## src/rtl/mbist_pkg.sv

```systemverilog
// mbist_pkg: shared types and March C- element tables for the MBIST sequencer.
//   elem_e    : march element index M0..M5
//   state_e   : sequencer FSM states
//   elem_nops : operations per address in an element
//   elem_down : element walks addresses CAPACITY..0
//   op_we     : operation is a write (phase 0 = first op of the element)
//   op_val    : data pattern bit of the operation (0 = all-zeros, 1 = all-ones)
package mbist_pkg;

    typedef enum logic [2:0] {
        M0 = 3'd0,
        M1 = 3'd1,
        M2 = 3'd2,
        M3 = 3'd3,
        M4 = 3'd4,
        M5 = 3'd5
    } elem_e;

    typedef enum logic [1:0] {
        IDLE  = 2'd0,
        RUN   = 2'd1,
        DRAIN = 2'd2,
        DONE  = 2'd3
    } state_e;

    // Covers the stage1 + two-stage compare delay of the last issued read.
    localparam int unsigned DRAIN_CYCLES = 3;

    function automatic logic [1:0] elem_nops(input elem_e e);
        return (e == M0 || e == M5) ? 2'd1 : 2'd2;
    endfunction

    function automatic logic elem_down(input elem_e e);
        return (e == M3 || e == M4 || e == M5);
    endfunction

    // M0 is a lone write, M5 a lone read; the rest are read-then-write.
    function automatic logic op_we(input elem_e e, input logic ph);
        case (e)
            M0:      return 1'b1;
            M5:      return 1'b0;
            default: return ph;
        endcase
    endfunction

    // M1/M3: r0,w1   M2/M4: r1,w0   M0: w0   M5: r0
    function automatic logic op_val(input elem_e e, input logic ph);
        case (e)
            M1, M3:  return ph;
            M2, M4:  return ~ph;
            default: return 1'b0;
        endcase
    endfunction

endpackage

```

## src/rtl/mbist_addr_gen.sv

```systemverilog
// mbist_addr_gen: up/down address counter for one march element.
//   clk_i, rst_i : clock, asynchronous active-high reset
//   load_i       : load start address for direction down_i (0 or CAPACITY)
//   down_i       : direction applied on load
//   step_i       : advance one address in the loaded direction
//   addr_o       : current address
//   last_o       : current address is the final one of the walk
module mbist_addr_gen #(
    parameter int unsigned ADDR_WIDTH = 4,
    parameter int unsigned CAPACITY   = 15
) (
    input  logic                  clk_i,
    input  logic                  rst_i,
    input  logic                  load_i,
    input  logic                  down_i,
    input  logic                  step_i,
    output logic [ADDR_WIDTH-1:0] addr_o,
    output logic                  last_o
);

    localparam logic [ADDR_WIDTH-1:0] TOP = ADDR_WIDTH'(CAPACITY);

    logic [ADDR_WIDTH-1:0] addr_q;
    logic                  down_q;

    always_ff @(posedge clk_i or posedge rst_i) begin
        if (rst_i) begin
            addr_q <= '0;
            down_q <= 1'b0;
        end else if (load_i) begin
            down_q <= down_i;
            addr_q <= down_i ? TOP : '0;
        end else if (step_i) begin
            addr_q <= down_q ? (addr_q - ADDR_WIDTH'(1)) : (addr_q + ADDR_WIDTH'(1));
        end
    end

    assign addr_o = addr_q;
    assign last_o = down_q ? (addr_q == '0) : (addr_q == TOP);

endmodule

```

## src/rtl/mbist_march_ctrl.sv

```systemverilog
// mbist_march_ctrl: March C- MBIST sequencer for a single-port memory with a
// one-cycle wdata register and two-cycle read latency.
//   clk, rst          : clock (shared with memory), asynchronous active-high reset
//   start             : begin a test (accepted only in IDLE or DONE)
//   busy / done       : run in progress / run finished (level until next start)
//   fail              : sticky mismatch flag
//   fail_addr/bits/elem : address, expected^read mask and element of first mismatch
//   mem_write_read    : 1 = write, 0 = read
//   mem_address       : memory address
//   mem_wdata         : write data, one cycle ahead of its write command
//   mem_rdata         : memory read data
// Build option MBIST_DIAG_EN: never stop early; adds err_cnt (saturating count
// of all mismatching reads).
module mbist_march_ctrl
    import mbist_pkg::*;
#(
    parameter int unsigned DATA_WIDTH = 8,
    parameter int unsigned ADDR_WIDTH = 4,
    parameter int unsigned CAPACITY   = 15
) (
    input  logic                  clk,
    input  logic                  rst,
    input  logic                  start,
    output logic                  busy,
    output logic                  done,
    output logic                  fail,
    output logic [ADDR_WIDTH-1:0] fail_addr,
    output logic [DATA_WIDTH-1:0] fail_bits,
    output logic [2:0]            fail_elem,
    output logic                  mem_write_read,
    output logic [ADDR_WIDTH-1:0] mem_address,
    output logic [DATA_WIDTH-1:0] mem_wdata,
    input  logic [DATA_WIDTH-1:0] mem_rdata
`ifdef MBIST_DIAG_EN
    ,
    output logic [15:0]           err_cnt
`endif
);

    state_e                state_q;
    elem_e                 elem_q, elem_d;
    logic                  ph_q;
    logic [1:0]            drain_cnt_q;
    logic                  busy_q, done_q, fail_q;
    logic [ADDR_WIDTH-1:0] fail_addr_q;
    logic [DATA_WIDTH-1:0] fail_bits_q;
    elem_e                 fail_elem_q;

    // Stage1 (drives the memory) and the two-stage compare delay.
    logic                  s1_we_q, s1_rv_q, d1_rv_q, d2_rv_q;
    logic [ADDR_WIDTH-1:0] s1_addr_q, d1_addr_q, d2_addr_q;
    logic [DATA_WIDTH-1:0] s1_exp_q, d1_exp_q, d2_exp_q;
    elem_e                 s1_elem_q, d1_elem_q, d2_elem_q;

    logic                  gen_load, gen_down, gen_step, addr_last;
    logic [ADDR_WIDTH-1:0] addr;
    logic                  start_ok, issue, stop, last_ph, mism;
    logic                  s0_we;
    logic [DATA_WIDTH-1:0] s0_data;

    mbist_addr_gen #(
        .ADDR_WIDTH (ADDR_WIDTH),
        .CAPACITY   (CAPACITY)
    ) u_addr_gen (
        .clk_i  (clk),
        .rst_i  (rst),
        .load_i (gen_load),
        .down_i (gen_down),
        .step_i (gen_step),
        .addr_o (addr),
        .last_o (addr_last)
    );

    always_comb begin
        mism     = d2_rv_q && (mem_rdata != d2_exp_q);
        start_ok = start && (state_q == IDLE || state_q == DONE);
`ifdef MBIST_DIAG_EN
        stop     = 1'b0;
`else
        stop     = mism;
`endif
        issue    = (state_q == RUN) && !stop;
        last_ph  = ({1'b0, ph_q} == (elem_nops(elem_q) - 2'd1));
        s0_we    = op_we(elem_q, ph_q);
        s0_data  = {DATA_WIDTH{op_val(elem_q, ph_q)}};
        elem_d   = elem_e'(elem_q + 3'd1);
        gen_load = 1'b0;
        gen_down = 1'b0;
        gen_step = 1'b0;
        if (start_ok) begin
            gen_load = 1'b1;
            gen_down = elem_down(M0);
        end else if (issue && last_ph) begin
            if (!addr_last) begin
                gen_step = 1'b1;
            end else if (elem_q != M5) begin
                gen_load = 1'b1;
                gen_down = elem_down(elem_d);
            end
        end
    end

    always_ff @(posedge clk or posedge rst) begin
        if (rst) begin
            state_q     <= IDLE;
            elem_q      <= M0;
            ph_q        <= 1'b0;
            drain_cnt_q <= '0;
            busy_q      <= 1'b0;
            done_q      <= 1'b0;
            fail_q      <= 1'b0;
            fail_addr_q <= '0;
            fail_bits_q <= '0;
            fail_elem_q <= M0;
`ifdef MBIST_DIAG_EN
            err_cnt     <= '0;
`endif
        end else begin
            // Capture is first-mismatch only; in-flight reads after a stop
            // are still compared but cannot overwrite.
            if (mism && !fail_q) begin
                fail_q      <= 1'b1;
                fail_addr_q <= d2_addr_q;
                fail_bits_q <= mem_rdata ^ d2_exp_q;
                fail_elem_q <= d2_elem_q;
            end
`ifdef MBIST_DIAG_EN
            if (mism && err_cnt != '1) begin
                err_cnt <= err_cnt + 16'd1;
            end
`endif
            case (state_q)
                IDLE, DONE: begin
                    if (start_ok) begin
                        state_q     <= RUN;
                        elem_q      <= M0;
                        ph_q        <= 1'b0;
                        busy_q      <= 1'b1;
                        done_q      <= 1'b0;
                        fail_q      <= 1'b0;
                        fail_addr_q <= '0;
                        fail_bits_q <= '0;
                        fail_elem_q <= M0;
`ifdef MBIST_DIAG_EN
                        err_cnt     <= '0;
`endif
                    end
                end
                RUN: begin
                    if (stop) begin
                        state_q     <= DRAIN;
                        drain_cnt_q <= '0;
                    end else if (!last_ph) begin
                        ph_q <= 1'b1;
                    end else begin
                        ph_q <= 1'b0;
                        if (addr_last) begin
                            if (elem_q == M5) begin
                                state_q     <= DRAIN;
                                drain_cnt_q <= '0;
                            end else begin
                                elem_q <= elem_d;
                            end
                        end
                    end
                end
                DRAIN: begin
                    drain_cnt_q <= drain_cnt_q + 2'd1;
                    if (drain_cnt_q == 2'(DRAIN_CYCLES - 1)) begin
                        state_q <= DONE;
                        busy_q  <= 1'b0;
                        done_q  <= 1'b1;
                    end
                end
                default: state_q <= IDLE;
            endcase
        end
    end

    always_ff @(posedge clk or posedge rst) begin
        if (rst) begin
            s1_we_q   <= 1'b0;
            s1_rv_q   <= 1'b0;
            s1_addr_q <= '0;
            s1_exp_q  <= '0;
            s1_elem_q <= M0;
            d1_rv_q   <= 1'b0;
            d1_addr_q <= '0;
            d1_exp_q  <= '0;
            d1_elem_q <= M0;
            d2_rv_q   <= 1'b0;
            d2_addr_q <= '0;
            d2_exp_q  <= '0;
            d2_elem_q <= M0;
        end else begin
            s1_we_q   <= issue && s0_we;
            s1_rv_q   <= issue && !s0_we;
            s1_addr_q <= issue ? addr : '0;
            s1_exp_q  <= issue ? s0_data : '0;
            s1_elem_q <= elem_q;
            d1_rv_q   <= s1_rv_q;
            d1_addr_q <= s1_addr_q;
            d1_exp_q  <= s1_exp_q;
            d1_elem_q <= s1_elem_q;
            d2_rv_q   <= d1_rv_q;
            d2_addr_q <= d1_addr_q;
            d2_exp_q  <= d1_exp_q;
            d2_elem_q <= d1_elem_q;
        end
    end

    assign busy           = busy_q;
    assign done           = done_q;
    assign fail           = fail_q;
    assign fail_addr      = fail_addr_q;
    assign fail_bits      = fail_bits_q;
    assign fail_elem      = fail_elem_q;
    assign mem_write_read = s1_we_q;
    assign mem_address    = s1_addr_q;
    // Stage0 data goes out directly so the memory's wdata register holds it
    // when stage1 presents the matching write command.
    assign mem_wdata      = (state_q == RUN) ? s0_data : '0;

endmodule

```

## config.mk

```make
export PLATFORM = sky130hd
export DESIGN_NAME = mbist_march_ctrl
export DESIGN_NICKNAME = d
export VERILOG_FILES = /design/src/rtl/mbist_pkg.sv /design/src/rtl/mbist_addr_gen.sv /design/src/rtl/mbist_march_ctrl.sv
export SDC_FILE = /design/constraint.sdc
export NUM_CORES = 1
export LEC_CHECK = 0
export CORE_MARGIN = 2
export CORE_UTILIZATION = 46
export CTS_CLUSTER_SIZE = 14
export DETAILED_ROUTE_END_ITERATION = 8
export HOLD_SLACK_MARGIN = 0.15
export PLACE_DENSITY = 0.72
export SLEW_MARGIN = 20
export SYNTH_ARGS = -nofsm -noshare
export SYNTH_HDL_FRONTEND = slang
export SYNTH_SLANG_ARGS = --single-unit
```

## constraint.sdc

```tcl
create_clock -name clk -period 2 [get_ports clk]
set_clock_uncertainty 0.05 [all_clocks]
set_input_delay 0.2 -clock clk [delete_from_list [all_inputs] [get_ports clk]]
set_output_delay 0.2 -clock clk [all_outputs]
set_load 0.01 [all_outputs]
```

* Word-level counts from Yosys, hierarchy flattened
Index checks and enable logic that the tools add are counted.
Cells by class: add/sub/neg operators 5, multiply operators 0, divide/modulo/power cells 0, magnitude comparators 0, equal/unequal tests 25, shift-type cells 0, mux-type cells 61, bitwise logic cells 2, reduce and logical (&&, ||, !) cells 29
Operator list (number):
- $mux W8 | 5
- $mux W4 | 8
- $mux W3 | 8
- $mux W2 | 11
- $mux W1 | 21
- $eq A3 B3 Y1 const B | 4
- $ne A2 B2 Y1 const B | 6
- $pmux W1 S2 | 5
- $eq A3 B2 Y1 const B | 3
- $ne A3 B3 Y1 const B | 3
- $ne A8 B8 Y1 | 1
- $reduce_bool A2 Y1 | 4
- $xor A8 B8 Y8 | 1
- $logic_and A1 B1 Y1 | 7
- $eq A2 B2 Y1 const B | 3
- $pmux W2 S3 | 1
- $pmux W3 S2 | 1
- $reduce_and A3 Y1 | 2
- $reduce_and A6 Y1 | 1
- $reduce_or A2 Y1 | 3
- $reduce_and A5 Y1 | 1
- $add A4 B1 Y4 const B | 1
- $eq A4 B4 Y1 const B | 1
- $logic_not A4 Y1 | 1
- 15 further kinds | 20
Word-level totals: register bits 80, bits in latches 0, bits in writable memories 0, memory bits (read-only) 0, word-level logic and storage cells 147, memories 0

* Depth between registers and ports, before layout
depth in word-level cells 10, gate-level depth with buffers 9

* By module
Synthesis repeated with hierarchy kept, for this count alone.
Unflattened totals: cells, all modules 245, area, all modules 2797.7 um2
Modules (own cells, without submodules):
- mbist_march_ctrl | instances 1, cells each 204, area an instance 2423.6 um2, seq. area each 1351.3 um2
- mbist_addr_gen | instances 1, cells each 41, area an instance 374.1 um2, seq. area each 125.1 um2

* Least setup slack after synthesis
Ideal clock, no wire load.
path type register -> output, from register elem_q[0], to output port mem_wdata[1], arrival 1.797 ns, slack -0.047 ns, cell stages (with the launch flop) 7, path buffers 1, path through dfrtp_1 inv_1 ha_1 nor2b_1 a211oi_1 a211oi_1 buf_4
Between the ends: longest elaborated chain between the ends 4
Ends and longest elaborated chain:
- start: declaration | RTL line mbist_march_ctrl.sv:41 | elem_e elem_q, elem_d;
- start signal: assignment | RTL line mbist_march_ctrl.sv:162 | elem_q <= elem_d;
- $eq A3 B2 Y1 (tied with other cells) | RTL line mbist_pkg.sv:48 | case (e)
- $reduce_or A2 Y1 | RTL line mbist_pkg.sv:48
- $pmux W1 S2 (*) | RTL line mbist_pkg.sv:48
- $mux W8 (*) | RTL line mbist_march_ctrl.sv:222 | assign mem_wdata = (state_q == RUN) ? s0_data : '0;
- end: declaration | RTL line mbist_march_ctrl.sv:32 | output logic [DATA_WIDTH-1:0] mem_wdata,
Mark *: on every way between the ends. The rest lies on a longest branch, timed or not.

* Final worst setup path
from register elem_q[0], to register u_addr_gen.addr_q[1] (netlist: u_addr_gen.addr_o[1])
Between the ends: longest elaborated chain between the ends 10
Ends and longest elaborated chain:
- $add A3 B1 Y3 (tied with other cells) | RTL line mbist_march_ctrl.sv:86 | elem_d = elem_e'(elem_q + 3'd1);
- $eq A3 B2 Y1 (tied with other cells) | RTL line mbist_pkg.sv:34 | return (e == M3 || e == M4 || e == M5);
- $logic_or A1 B1 Y1 / $mux W2 (equally long branches) | RTL line mbist_pkg.sv:34, mbist_pkg.sv:30
- $logic_or A1 B1 Y1 / $sub A2 B1 Y2 (equally long branches) | RTL line mbist_pkg.sv:34, mbist_march_ctrl.sv:83
- $mux W1 / $eq A1 B2 Y1 (equally long branches) | RTL line mbist_march_ctrl.sv:96, mbist_march_ctrl.sv:83
- $mux W1 / $logic_and A1 B1 Y1 (equally long branches) | RTL line mbist_march_ctrl.sv:94, mbist_march_ctrl.sv:93
- $mux W1 | RTL line mbist_march_ctrl.sv:93 | end else if (issue && last_ph) begin
- $mux W1 | RTL line mbist_march_ctrl.sv:90 | if (start_ok) begin
- $mux W4 | RTL line mbist_addr_gen.sv:32 | addr_q <= down_i ? TOP : '0;
- $mux W4 | RTL line mbist_addr_gen.sv:30 | end else if (load_i) begin
- end signal: assignment | RTL line mbist_addr_gen.sv:32
- end signal: assignment | RTL line mbist_addr_gen.sv:34 | addr_q <= down_q ? (addr_q - ADDR_WIDTH'(1)) : (addr_q + ADDR_WIDTH'(1));
- end: declaration | RTL line mbist_addr_gen.sv:23 | logic [ADDR_WIDTH-1:0] addr_q;
Parallel ways exist; a longest one is shown, timed or not. A chain may end at the register's enable or synchronous reset.

==> flow_summary.ini <==
[layout]
fin_util_pct = 64.3
layout-drive-gt1-share_pct = 34.2
final_area_um2 = 3760
syn_to_final_growth_pct = 36.8
nets = 334
antennaDiodeCount = 0

[job]
drv_cap = 0

[drt]
wl_um = 5190
vias = 1887
first_iter_violations = 71
highest_layer = met4
wl_met1_um = 2370
vias_per_cell = 4.83
wl_met2_um = 2520
drt-pass1-iter-count = 4
final_antenna_net_count = 0
wire_per_inst_um = 13.3
wl_met3_um = 224
drc = 0

[critical_path]
required_ns = 2.16
r2r_slack_ns = 0.07
cp-start-kind = register
critPathSlowestCell = dfrtp_2
reg2regPathDepth = 10
critPathCaptureType = register
arrival_ns = 2.09
path_cells = buf_6 > ha_4 > buf_6 > mux2i_4 > xnor2_1 > o21a_1 > nand3_1 > o21ai_1 > buf_4 > a21oi_1
crit_top_cell = buf_6
critical_path.max_fanout = 4
timing.rr.start = elem_q[0]$_DFFE_PP0P_
r2r-end = u_addr_gen.addr_o[1]$_DFFE_PP0P_
criticalPathCategory = register to register
max_stage_delay_ns = 0.44

[sta]
timing.final.crit_share_pct = 96.5
hold_slack_ns = 0.194
drv_slew = 0
rsz0062_at_grt = yes
relSlewSlack_pct = 79.5
hold_viol_final = 0
setup_viol = 0
period_needed_ns = 1.93
fmax_mhz = 518
tightestPinTransition_ns = 0.308
layout_setup_ws_ns = 0.0706

[min_path]
hold_path_class = primary input to asynchronous set/reset pin

[synth]
syn_inst = 232
yosysTopAreaCell = dfrtp_1
synth_edf_count = 0
synth_area_leaders = dfrtp_1 (54%), mux2i_1 (6.2%), ha_1 (5.0%)
ys_warn_count = 0
ys_seq_area_share_pct = 53.7
syn_area_um2 = 2750
synth.top_cells.by_count = dfrtp_1 (59), nor2_1 (26), mux2i_1 (17)
synthArstFlopShare_pct = 100
yosys.cell_count.top_type = dfrtp_1
ys_types = 47
synth.top_cell.area_share_pct = 53.7
syn-num-nets = 255
synth_flop_cell = dfrtp_1
ys_seq_elements = 59
postSynthAreaPerCell_um2 = 11.8

[floorplan]
die_h_um = 81.3
die_area_um2 = 6610
coreArea_um2 = 5850
dieWidth_um = 81.3
ios = 42
initial_utilization_pct = 47.0
row_count = 28

[global_route]
grt_max_degree = 60
antenna_found_initial = 0
gr-total-overflow = 0
grt_pass1_wl_um = 8840
track_usage_pct = 17.6
grt_pass1_vias = 1937

[clock_tree]
cts_max_level = 3
cts_sinks = 59
cts_tree = yes
cts_hold_buf = 0
cts_made_buffers = 9
clkLatencyLatePin_ns = 0.32
path_clk_slew_ns = 0.07
clk_path_buf_depth = 2
cts_root_buf = clkbuf_8

[power]
p_leak_nw = 1.76
power_per_cell_area_nw_per_um2 = 1570
irDropWorstVdd_mv = 0.744
switching_share_pct = 35.7
power.internal_w = 0.00380
p_sw_w = 0.00211
p_clk_share_pct = 20.3
pwr-share-comb_pct = 49.8
power_frac_seq_pct = 29.8

[placed_design]
dp_worst_setup_slack_ns = -0.161
hpwl_um = 3580
placed_area_um2 = 3440
place_congestion = 0.830
port_buffers = 41

[status]
outcome = finished clean
[how the worst max path moves through the flow]
stage	start	endpoint	slack [ns]
finish	elem_q[0]$_DFFE_PP0P_	u_addr_gen.addr_o[1]$_DFFE_PP0P_	0.07
global route	elem_q[1]$_DFFE_PP0P_	elem_q[0]$_DFFE_PP0P_	-0.04
CTS	elem_q[0]$_DFFE_PP0P_	elem_q[2]$_DFFE_PP0P_	0.004
detailed placement	elem_q[0]$_DFFE_PP0P_	mem_wdata[2]	-0.16
global placement	elem_q[1]$_DFFE_PP0P_	mem_wdata[1]	-0.1
floorplan	u_addr_gen.addr_o[1]$_DFFE_PP0P_	drain_cnt_q[1]$_DFFE_PP0P_	0.11
[final cells by class]
| class | instances | area (um2) |
|---|---|---|
| fillers | 426 | 2090 |
| repair buffers | 84 | 733 |
| clock buffers | 9 | 124 |
| inverters | 15 | 56.3 |
| clock inverters | 7 | 100 |
| well taps | 75 | 93.8 |
| flip-flops and latches | 59 | 1480 |
| multi-input cells | 142 | 1170 |
[metrics by stage]
| stage | cells | power (W) | setup TNS (ns) |
|---|---|---|---|
| 2_1_floorplan | 232 | 0.00352 | 0 |
| 3_3_place_gp | 370 | 0.00441 | -1.80 |
| 6_report | 391 | 0.00592 | 0 |
| 5_1_grt | 391 | 0.00634 | -0.121 |
| 3_5_place_dp | 370 | 0.00448 | -3.12 |
| 4_1_cts | 389 | 0.00582 | 0 |
[flip-flops by register name, indices dropped and copies added (netlist names), 4 cells and up]
name and count:
fail_bits 8, d1_addr_q 4, d2_addr_q 4, fail_addr 4, mem_address 4, u_addr_gen.addr_o 4
[timing repair]
| action | CTS | global route |
|---|---|---|
| buffers inserted | 4 | 2 |
| pin swaps | 5 | 6 |
| setup endpoints to repair | 15 | 18 |
| resized for setup | 46 | 10 |
[worst max-delay path, delay by kind of cell (launching register included)]
| kind | cells | cell delay, ns |
|---|---|---|
| flip-flops | 1 | 0.44 |
| buffers and inverters | 3 | 0.40 |
| AO/OA/AOI/OAI | 3 | 0.37 |
| multiplexers | 1 | 0.17 |
| adder cells (fa/ha/maj) | 1 | 0.15 |
| XOR/XNOR | 1 | 0.15 |
| AND/OR/NAND/NOR | 1 | 0.09 |
[power by group through the flow]
stage,clock network (W),logic (W),registers [W]
finish,0.00120,0.00295,0.00176
global route,0.00129,0.00324,0.00181
CTS,0.00123,0.00282,0.00177
detailed placement,0,0.00269,0.00179
global placement,0,0.00265,0.00177
floorplan,0,0.00171,0.00180
[cells in the final DEF, fill, tap and decap left out, types with 2 or more instances in the layout]
cell type        netlist  routed
mux2i_1               17      16
and4_2                 2       2
o21ai_0                3       3
ha_4                   0       2
bufinv_16              0       2
buf_6                  5       4
and3_1                 2       2
buf_12                 0       2
inv_2                  0       3
clkbuf_8               0       9
xnor2_1               11      11
buf_2                  0       8
dfrtp_1               59      58
a211oi_2               8      10
a21oi_1               10       7
ha_1                  11       8
nor2_1                26      25
inv_1                 15      12
nand3_1                4       4
a21oi_2                2       5
buf_4                  7      37
clkdlybuf4s50_1        0      33
nand2_1               14      14
clkinv_4               0       3
[cells by family (layout without fill, tap and decap cells)]
family | Yosys count | in the layout | share of synthesized area, %
AOI/OAI and AO/OA | 38 | 38 | 11.6
xor gates and xnor gates | 11 | 11 | 3.51
adders and majority gates | 12 | 12 | 5.74
buffers and inverters | 31 | 115 | 6.69
DFF | 59 | 59 | 53.7
muxes | 19 | 19 | 7.24
and+or+nand+nor | 62 | 62 | 11.5
[metal layers]
layer,vias up,global-route usage [%]
met5,-,0
met4,0,6.95
met3,8,3.67
met2,48,27.7
met1,894,24.0
li1,937,-
Note: power is estimated with default switching activity, not from simulation.
==> variant, RTL diff (same settings) <==
Make the reset (`rst` and `rst_i`) synchronous in 3 clocked blocks. Comments in the files are not updated.
--- a/src/rtl/mbist_addr_gen.sv
+++ b/src/rtl/mbist_addr_gen.sv
@@ -23,7 +23,7 @@
     logic [ADDR_WIDTH-1:0] addr_q;
     logic                  down_q;
 
-    always_ff @(posedge clk_i or posedge rst_i) begin
+    always_ff @(posedge clk_i) begin
         if (rst_i) begin
             addr_q <= '0;
             down_q <= 1'b0;
--- a/src/rtl/mbist_march_ctrl.sv
+++ b/src/rtl/mbist_march_ctrl.sv
@@ -100,7 +100,7 @@
         end
     end
 
-    always_ff @(posedge clk or posedge rst) begin
+    always_ff @(posedge clk) begin
         if (rst) begin
             state_q     <= IDLE;
             elem_q      <= M0;
@@ -177,7 +177,7 @@
         end
     end
 
-    always_ff @(posedge clk or posedge rst) begin
+    always_ff @(posedge clk) begin
         if (rst) begin
             s1_we_q   <= 1'b0;
             s1_rv_q   <= 1'b0;
Formal check against the unedited RTL: differs if rst is asserted again (counterexample within 4 cycles, from zero or initial values and one cycle with rst high); with rst held inactive, the same outputs for 10 cycles.
==> variant against the original RTL <==
  * First-iteration DRC count grew 1.4%
  * Non-clock buffer count shrank 14
  * Hold slack gained 190 ps
  * Wire length shrank 1.8%
  * Fmax shrank 0.38%
  * Area after synthesis shrank 4.1%
  * Count of clock-buffer cells in the layout is the same
  * Worst setup slack lost 7.4 ps
  * Final cell count grew 4.1%
  * Final area shrank 7.0%
  * Sequential cell count is the same
  * Critical endpoint is now drain_cnt_q[0]
Power is not compared: it rests on default switching activity, and its combinational part moved more than twofold at a synthesized area within 25%.
==> variant: results (changes against the original RTL) <==
vias in the first global route 1925 (was 1937); via count 1973 (was 1887); non-clock buffer count 70 (was 84); mux cell area share after synthesis 6.27% (was 7.24%); Crit. Startpoint u_addr_gen.addr_o[0] (was elem_q[0]); multi-input combinational area share 39.1% (was 31.2%); H-tree Lvls 3 (unchanged); WHS Endpoint d2_elem_q[2]; Max Fanout on Critical Path 5 (was 4); multi-input logic area 0.00137 sq mm (was 0.00117 sq mm); top cells by area, synth dfxtp_1 45%, ha_1 6.7%, mux2i_1 5.3% (was dfrtp_1 54%, mux2i_1 6.2%, ha_1 5.0%); clock-cell share of area 5.72% (was 5.96%); GRT Overall Usage 17.4% (was 17.6%); non-clk buf share 17.2% (was 19.5%); Placer Congestion 0.839 (was 0.830); Seq/Total Area, Yosys 44.8% (was 53.7%); layout cell share with drive strength beyond 1 26.3% (was 34.2%); critical path's top delay family simple AND/OR/NAND/NOR gates (was flip-flops); cell-internal power 2.23 mW; Vias/cell 4.85 (was 4.83); Worst-Skew Late Latency 330 ps; slowest stage cell, crit path or4_1 (was dfrtp_2); DP Area 0.00324 sq mm (was 0.00344 sq mm); first-pass GRT wire length 8510 um (was 8840 um); Adder-Cell Fraction of Synth Area 7.41% (was 5.74%); slowest stage delay, CP 400 ps (was 440 ps); Setup crit end drain_cnt_q[0] (was u_addr_gen.addr_o[1]); #FFs+latches synth 59 (unchanged); ys flop type dfxtp_1 (was dfrtp_1); top cells by count, synth 59 x dfxtp_1, 32 x nor2_1, 21 x nor2b_1 (was 59 x dfrtp_1, 26 x nor2_1, 17 x mux2i_1); asr flop ratio synth 0% (was 100%); outcome complete, no violations (unchanged); DRT iter0 DRCs 72 (was 71); Final Critical Period 1940 ps (was 1930 ps); synth unique cells 44 (was 47); Seq. cell area 0.00118 sq mm (was 0.00148 sq mm); largest net degree at the start of global routing 24 (was 60); worst r2r path cells 6 (was 10); Slew headroom 75.9% (was 79.5%); XOR/XNOR share of the synthesized area 3.66% (was 3.51%); fillers 449 (was 426); Worst Hold Depth 1; dpl ws -157 ps (was -161 ps); Synth Area in Compound Gates 12.8% (was 11.6%); Non-Clock Inverter Count 14 (was 15); multi-input gates 176 (was 142); Placed Cells 389 (was 370); final net count 356 (was 334); DR WL/cell 12.5 um (was 13.3 um); syn_nets 293 (was 255); HP Class flip-flop to flip-flop (was primary input to asynchronous set/reset pin); WP data arrival 2140 ps (was 2090 ps); Worst VDD drop 827 uV; initial antenna violation count 0 (unchanged); Mean Syn Cell Area 9.86 sq um (was 11.8 sq um); post-DP HPWL 3720 um (was 3580 um)
## variant: cell types whose count changed after synthesis, sizes merged, moves of 3 or more
cell | unedited run | this run
dfrtp | 59 | 0
clkbuf | 4 | 8
nand3 | 4 | 1
dfxtp | 0 | 59
and2 | 2 | 8
a221oi | 0 | 4
nor2b | 2 | 21
nor2 | 27 | 33
ha | 11 | 14
mux2i | 18 | 15
nor4 | 2 | 5
## variant: repair_timing
item	4_1_cts	5_1_grt
endpoints found under the setup margin	15	18
gates resized for setup	42	12
pin swaps	2	3
buffers inserted	1	1
## variant: worst reg2reg max path, delay by kind of cell, from the launching register on
family | cells | cell delay [ps]
AOI/OAI and AO/OA | 2 | 370
DFF | 1 | 370
and+or+nand+nor | 3 | 870
muxes | 1 | 180
## variant: stage by stage
step                      hold WS, ps  setup TNS [ps]  util, %
after global routing              398            -118     63.5
after CTS                         388               0     62.3
after global placement            365           -1380     58.9
final                             386               0     63.5
after floorplan                   352               0        -
after detailed placement          371           -2740     58.9
## variant: metal layers
| layer | routed length, um | track usage [%] | up-vias | share of wire, % |
|---|---|---|---|---|
| met3 | 270 | 6.33 | 5 | 5.3 |
| met4 | 44 | 5.34 | 0 | 0.86 |
| li1 | - | - | 1031 | - |
| met2 | 2560 | 30.8 | 40 | 50 |
| met5 | 0 | 0 | - | 0 |
| met1 | 2220 | 19.5 | 897 | 44 |
## variant: power groups by stage
stage                     logic [mW]  clock network (mW)  registers [mW]
final                          0.885                1.07            1.34
after global routing           0.990                1.16            1.35
after CTS                      0.863                1.10            1.33
after detailed placement       0.850                   0            1.36
after global placement         0.843                   0            1.35
after floorplan                0.609                   0            1.35
